File: config.mk
export PLATFORM = sky130hd
export DESIGN_NAME = equation_solver
export DESIGN_NICKNAME = d
export VERILOG_FILES = /design/src/rtl/equation_solver.sv
export SDC_FILE = /design/constraint.sdc
export NUM_CORES = 1
export LEC_CHECK = 0
export ABC_AREA = 1
export BUFFER_PORTS_ARGS = -buffer_cell sky130_fd_sc_hd__buf_2
export CAP_MARGIN = 10
export CORE_MARGIN = 2
export CORE_UTILIZATION = 60
export CTS_BUF_LIST = sky130_fd_sc_hd__clkbuf_4
export DETAILED_ROUTE_END_ITERATION = 16
export GPL_TIMING_DRIVEN = 0
export MAX_ROUTING_LAYER = met4
export PLACE_DENSITY = 0.89
export REMOVE_ABC_BUFFERS = 1
export SETUP_SLACK_MARGIN = 0.15
export SYNTH_ARGS = -nofsm -noshare
export SYNTH_HDL_FRONTEND = slang
export SYNTH_SLANG_ARGS = --single-unit
export TNS_END_PERCENT = 5
File: constraint.sdc
create_clock -name clk -period 10.71 [get_ports clk]
set_input_delay 1.6065 -clock clk [delete_from_list [all_inputs] [get_ports clk]]
set_output_delay 1.6065 -clock clk [all_outputs]
set_load 0.01 [all_outputs]
File: src/rtl/equation_solver.sv
// Inverse of the E = 5A+5B-4C+3D datapath: recovers A from E, B, C using a
// one-cycle shift-add prep followed by a serial restoring divide-by-5.
module equation_solver #(
  parameter int unsigned D_CONST  = 768,
  parameter int unsigned DIV_BITS = 17
) (
  input  logic        clk,
  input  logic        rst,
  input  logic        in_valid,
  output logic        in_ready,
  input  logic [15:0] E,
  input  logic [7:0]  B,
  input  logic [7:0]  C,
  output logic        out_valid,
  input  logic        out_ready,
  output logic [7:0]  A,
  output logic [1:0]  err,
  output logic        busy
);

  localparam int unsigned NW = 18;
  localparam int unsigned CW = $clog2(DIV_BITS);

  typedef enum logic [1:0] {IDLE, PREP, DIV, DONE} state_t;

  state_t                state_q, state_d;
  logic [15:0]           e_q, e_d;
  logic [7:0]            b_q, b_d;
  logic [7:0]            c_q, c_d;
  logic [DIV_BITS-1:0]   dividend_q, dividend_d;
  logic [DIV_BITS-1:0]   quot_q, quot_d;
  logic [2:0]            rem_q, rem_d;
  logic [CW-1:0]         cnt_q, cnt_d;
  logic [7:0]            a_q, a_d;
  logic [1:0]            err_q, err_d;

  logic [NW-1:0]         n_c;
  logic [3:0]            rem_ext_c;
  logic                  sub_c;
  logic [2:0]            rem_nxt_c;
  logic [DIV_BITS-1:0]   quot_nxt_c;

  // Numerator in 18-bit two's complement; all terms zero-extended.
  assign n_c = NW'(e_q) - NW'({b_q, 2'b00}) - NW'(b_q)
             + NW'({c_q, 2'b00}) - NW'(3 * D_CONST);

  // One restoring-division step, MSB of the dividend first.
  assign rem_ext_c  = {rem_q, dividend_q[DIV_BITS-1]};
  assign sub_c      = (rem_ext_c >= 4'd5);
  assign rem_nxt_c  = sub_c ? 3'(rem_ext_c - 4'd5) : 3'(rem_ext_c);
  assign quot_nxt_c = {quot_q[DIV_BITS-2:0], sub_c};

  always_ff @(posedge clk or posedge rst) begin
    if (rst) begin
      state_q    <= IDLE;
      e_q        <= '0;
      b_q        <= '0;
      c_q        <= '0;
      dividend_q <= '0;
      quot_q     <= '0;
      rem_q      <= '0;
      cnt_q      <= '0;
      a_q        <= '0;
      err_q      <= '0;
    end else begin
      state_q    <= state_d;
      e_q        <= e_d;
      b_q        <= b_d;
      c_q        <= c_d;
      dividend_q <= dividend_d;
      quot_q     <= quot_d;
      rem_q      <= rem_d;
      cnt_q      <= cnt_d;
      a_q        <= a_d;
      err_q      <= err_d;
    end
  end

  always_comb begin
    state_d    = state_q;
    e_d        = e_q;
    b_d        = b_q;
    c_d        = c_q;
    dividend_d = dividend_q;
    quot_d     = quot_q;
    rem_d      = rem_q;
    cnt_d      = cnt_q;
    a_d        = a_q;
    err_d      = err_q;

    unique case (state_q)
      IDLE: begin
        if (in_valid) begin
          e_d     = E;
          b_d     = B;
          c_d     = C;
          state_d = PREP;
        end
      end
      PREP: begin
        if (n_c[NW-1]) begin
          err_d   = 2'd1;
          a_d     = '0;
          state_d = DONE;
        end else begin
          dividend_d = DIV_BITS'(n_c);
          rem_d      = '0;
          quot_d     = '0;
          cnt_d      = '0;
          state_d    = DIV;
        end
      end
      DIV: begin
        dividend_d = {dividend_q[DIV_BITS-2:0], 1'b0};
        rem_d      = rem_nxt_c;
        quot_d     = quot_nxt_c;
        cnt_d      = cnt_q + CW'(1);
        if (cnt_q == CW'(DIV_BITS - 1)) begin
          cnt_d   = '0;
          state_d = DONE;
          if (|quot_nxt_c[DIV_BITS-1:8]) begin
            err_d = 2'd3;
            a_d   = '0;
          end else if (rem_nxt_c != 3'd0) begin
            err_d = 2'd2;
            a_d   = quot_nxt_c[7:0];
          end else begin
            err_d = 2'd0;
            a_d   = quot_nxt_c[7:0];
          end
        end
      end
      DONE: begin
        if (out_ready) state_d = IDLE;
      end
      default: state_d = IDLE;
    endcase
  end

  assign in_ready  = (state_q == IDLE);
  assign busy      = (state_q != IDLE);
  assign out_valid = (state_q == DONE);
  assign A         = a_q;
  assign err       = err_q;

endmodule

==> impl_results.md <==
* CTS Sinks at 85
* First-pass iteration count of the detailed router at 5
* Finished Layout Cells at 808
* Buffers and inverters on the worst path at 3
* Final hold vios at 0
* Post-Place Cells at 793
* CTS Buf Count at 9
* Post-synthesis sequential area ratio at 39.0%
* Synth-to-layout area growth at 8.45%
* Global-route wire length before repair at 19.7 mm
* Initial antenna violation count at 0
* Post-synth top area share at 39.0%
* Max_slew headroom at 34.9%
* Clock latency on the worst-skew pair at 0.44 ns
* Worst-path clk slew at 0.16 ns
* Synthesized area at 5450 um^2
* CP max FO at 12
* Post-CTS setup repair buffer count at 0
* Ys Warns at 0
* Antenna Nets Post-Route at 0
* CP top delay family: adder cells
* Die width at 99.3 um
* H-tree levels at 3
* EDFF count, synth at 0
* Final slew viol count at 0
* CTS tree: done
* CP max stage cell: fa_1
* Status: finished clean
* # setup viols final at 0
* Core Region at 8760 um^2
* Crit end category: flop
* GRT Total Usage at 25.4%
* WL/cell at 14.1 um
* Hold-fix buffers, CTS at 0
* Synth cell types at 37
* Largest net degree at the start of global routing at 59
* Final design utilization at 67.4%
* Fin crit share at 43.5%
* Fraction of layout instances using a drive strength above 1 at 16.7%
* Number of global-route vias before repair at 4376
* Drt initial violations at 200
* Worst Tran Pin Value at 0.973 ns
* Post-synth ARST share at 100%
* GP Congestion at 0.949
* Resize count post-CTS at 0
* Cells on worst reg2reg path at 22
* Unrepaired setup endpoints after global routing: no
* Detailed Place HPWL at 8.53 mm
* CP arrival at 5.00 ns
* Flops & latches, synth at 85
* Die height at 99.3 um
* R2R setup slack at 6.05 ns
* Crit Path Class: flop to flop
* Die area at 9860 um^2
* Num rows at 34
* Drt drc at 0
* Post-Synthesis Cells at 652
* Synth area leaders: dfrtp_1 (39%), nand2_1 (11%), ha_1 (9.2%)
* Worst Hold End: A[3]
* WL final at 11.4 mm
* Max-cap check violation count at 0
* Top achievable clock speed at 214 MHz
* Setup tns final at 0 ns
* # port buffers at 48
* Root Driver: clkbuf_4
* Critical path depth in cells at 22
* IO Pins at 49
* Reg2reg start: e_q[2]
* Worst hold path type: flop to flop
* Worst Path Required at 11.05 ns
* Via/cell ratio at 5.43
* Area leader, netlist: dfrtp_1
* CTS max path bufs at 2
* Synth Area per Inst at 8.36 um^2
* Overflow after GRT at 0
* Ys flop type: dfrtp_1
* Initial core utilization at 62.2%
* CP dominant cell by count: nand2_1
* Critical Path Source Type: flop
* Worst hold stages at 2
* CP peak stage delay at 0.47 ns
* Final Skew at 0.0203 ns
* Reg-to-reg endpoint: A[0]
* Critical hold path startpoint: A[3]
* Vias at 4388
* # nets final at 781
* CP Cell Sequence: inv_1 -> ha_1 -> inv_1 -> fa_1 -> a31oi_1 -> xor2_1 -> fa_1 -> inv_1 -> ha_1 -> ha_1 -> a21oi_1 -> nor2_1 -> nor2_1 -> a21oi_1 -> nand3_1 -> nand3_2 -> nand2_2 -> nand2_1 -> nand2_1 -> nand2_1 -> nand2_1 -> nand2_1
* Post-route minimum period at 4.66 ns
* N_diodes at 0
[synthesized netlist by cell type (all sizes together) (2+ instances only)]
master  number
nand2      168
dfrtp       85
inv         83
nor2        46
nand3       45
o21ai       43
ha          40
a21oi       35
nor3        14
mux2        13
xor2        13
mux2i       11
buf          9
fa           9
nand4        9
clkbuf       8
xnor2        6
a21o         3
nand3b       2
o21bai       2
or2          2
[state kept, by name, summed over array words and instances (netlist names)]
signal      count
rem_q           3
c_q             8
dividend_q     17
state_q         2
cnt_q           5
e_q            16
quot_q         16
A               8
err             2
b_q             8
[worst max path at each step]
stage	slack (ns)	end	startpoint
detailed placement	6.14	err[0]	e_q[2]
global placement	6.02	dividend_q[9]	rst
CTS	6.08	A[0]	e_q[2]
finish	6.05	A[0]	e_q[2]
floorplan	6.79	A[0]	e_q[2]
global route	5.65	A[1]	e_q[2]
[worst min-delay path: cells and delay by family (launching register included)]
| kind | cells | cell delay [ns] |
|---|---|---|
| DFF | 1 | 0.37 |
| and+or+nand+nor | 2 | 0.09 |
[cell type report]
cell class | instances | area, um^2
Clock buffer | 9 | 67.6
Clock inverter | 6 | 71.3
Fill cell | 708 | 2860
Inverter | 84 | 318
Multi-Input combinational cell | 466 | 2890
Sequential cell | 85 | 2130
Tap cell | 108 | 135
Timing Repair Buffer | 50 | 295
[per-stage QoR]
step / area, um^2 / setup WS, ns / hold WS (ns)
after floorplan: 5330 / 6.79 / 0.443
after global placement: 5710 / 6.02 / 0.450
after detailed placement: 5770 / 6.14 / 0.453
after CTS: 5910 / 6.08 / 0.486
after global routing: 5910 / 5.65 / 0.514
final: 5910 / 6.05 / 0.485
[kinds of logic after synthesis]
| logic type | after synthesis | share of synthesized area (%) |
|---|---|---|
| simple gates | 288 | 23.0 |
| buf+inv | 101 | 7.88 |
| compound gates | 86 | 9.83 |
| flops | 85 | 39.0 |
| fa+ha+maj | 49 | 12.5 |
| mux | 24 | 4.71 |
| xor+xnor | 19 | 3.05 |
[per-layer routing]
layer	up-vias	GRT usage, %	share of wire [%]
li1	2197	-	-
met1	2070	31.7	45
met2	96	41.8	50
met3	25	3.79	3.1
met4	0	10.1	2.5
met5	-	-	0
[cell usage in the layout (no fill, tap or decap), types with 3 or more instances in the layout]
cell type	n
nand4_1	9
xnor2_1	6
nand3_1	41
nand2_1	161
nor2_1	46
nand2_2	6
clkbuf_4	9
mux2i_1	11
nor3_1	14
inv_1	81
nand3_2	3
ha_1	40
xor2_1	13
fa_1	9
a21oi_1	35
mux2_2	13
a21o_1	3
o21ai_2	23
o21ai_0	13
o21ai_1	7
buf_2	48
dfrtp_1	85
Power is left out: the tool's default activity adds up to more than one toggle a clock period on the data nets, which glitch-free logic cannot reach.
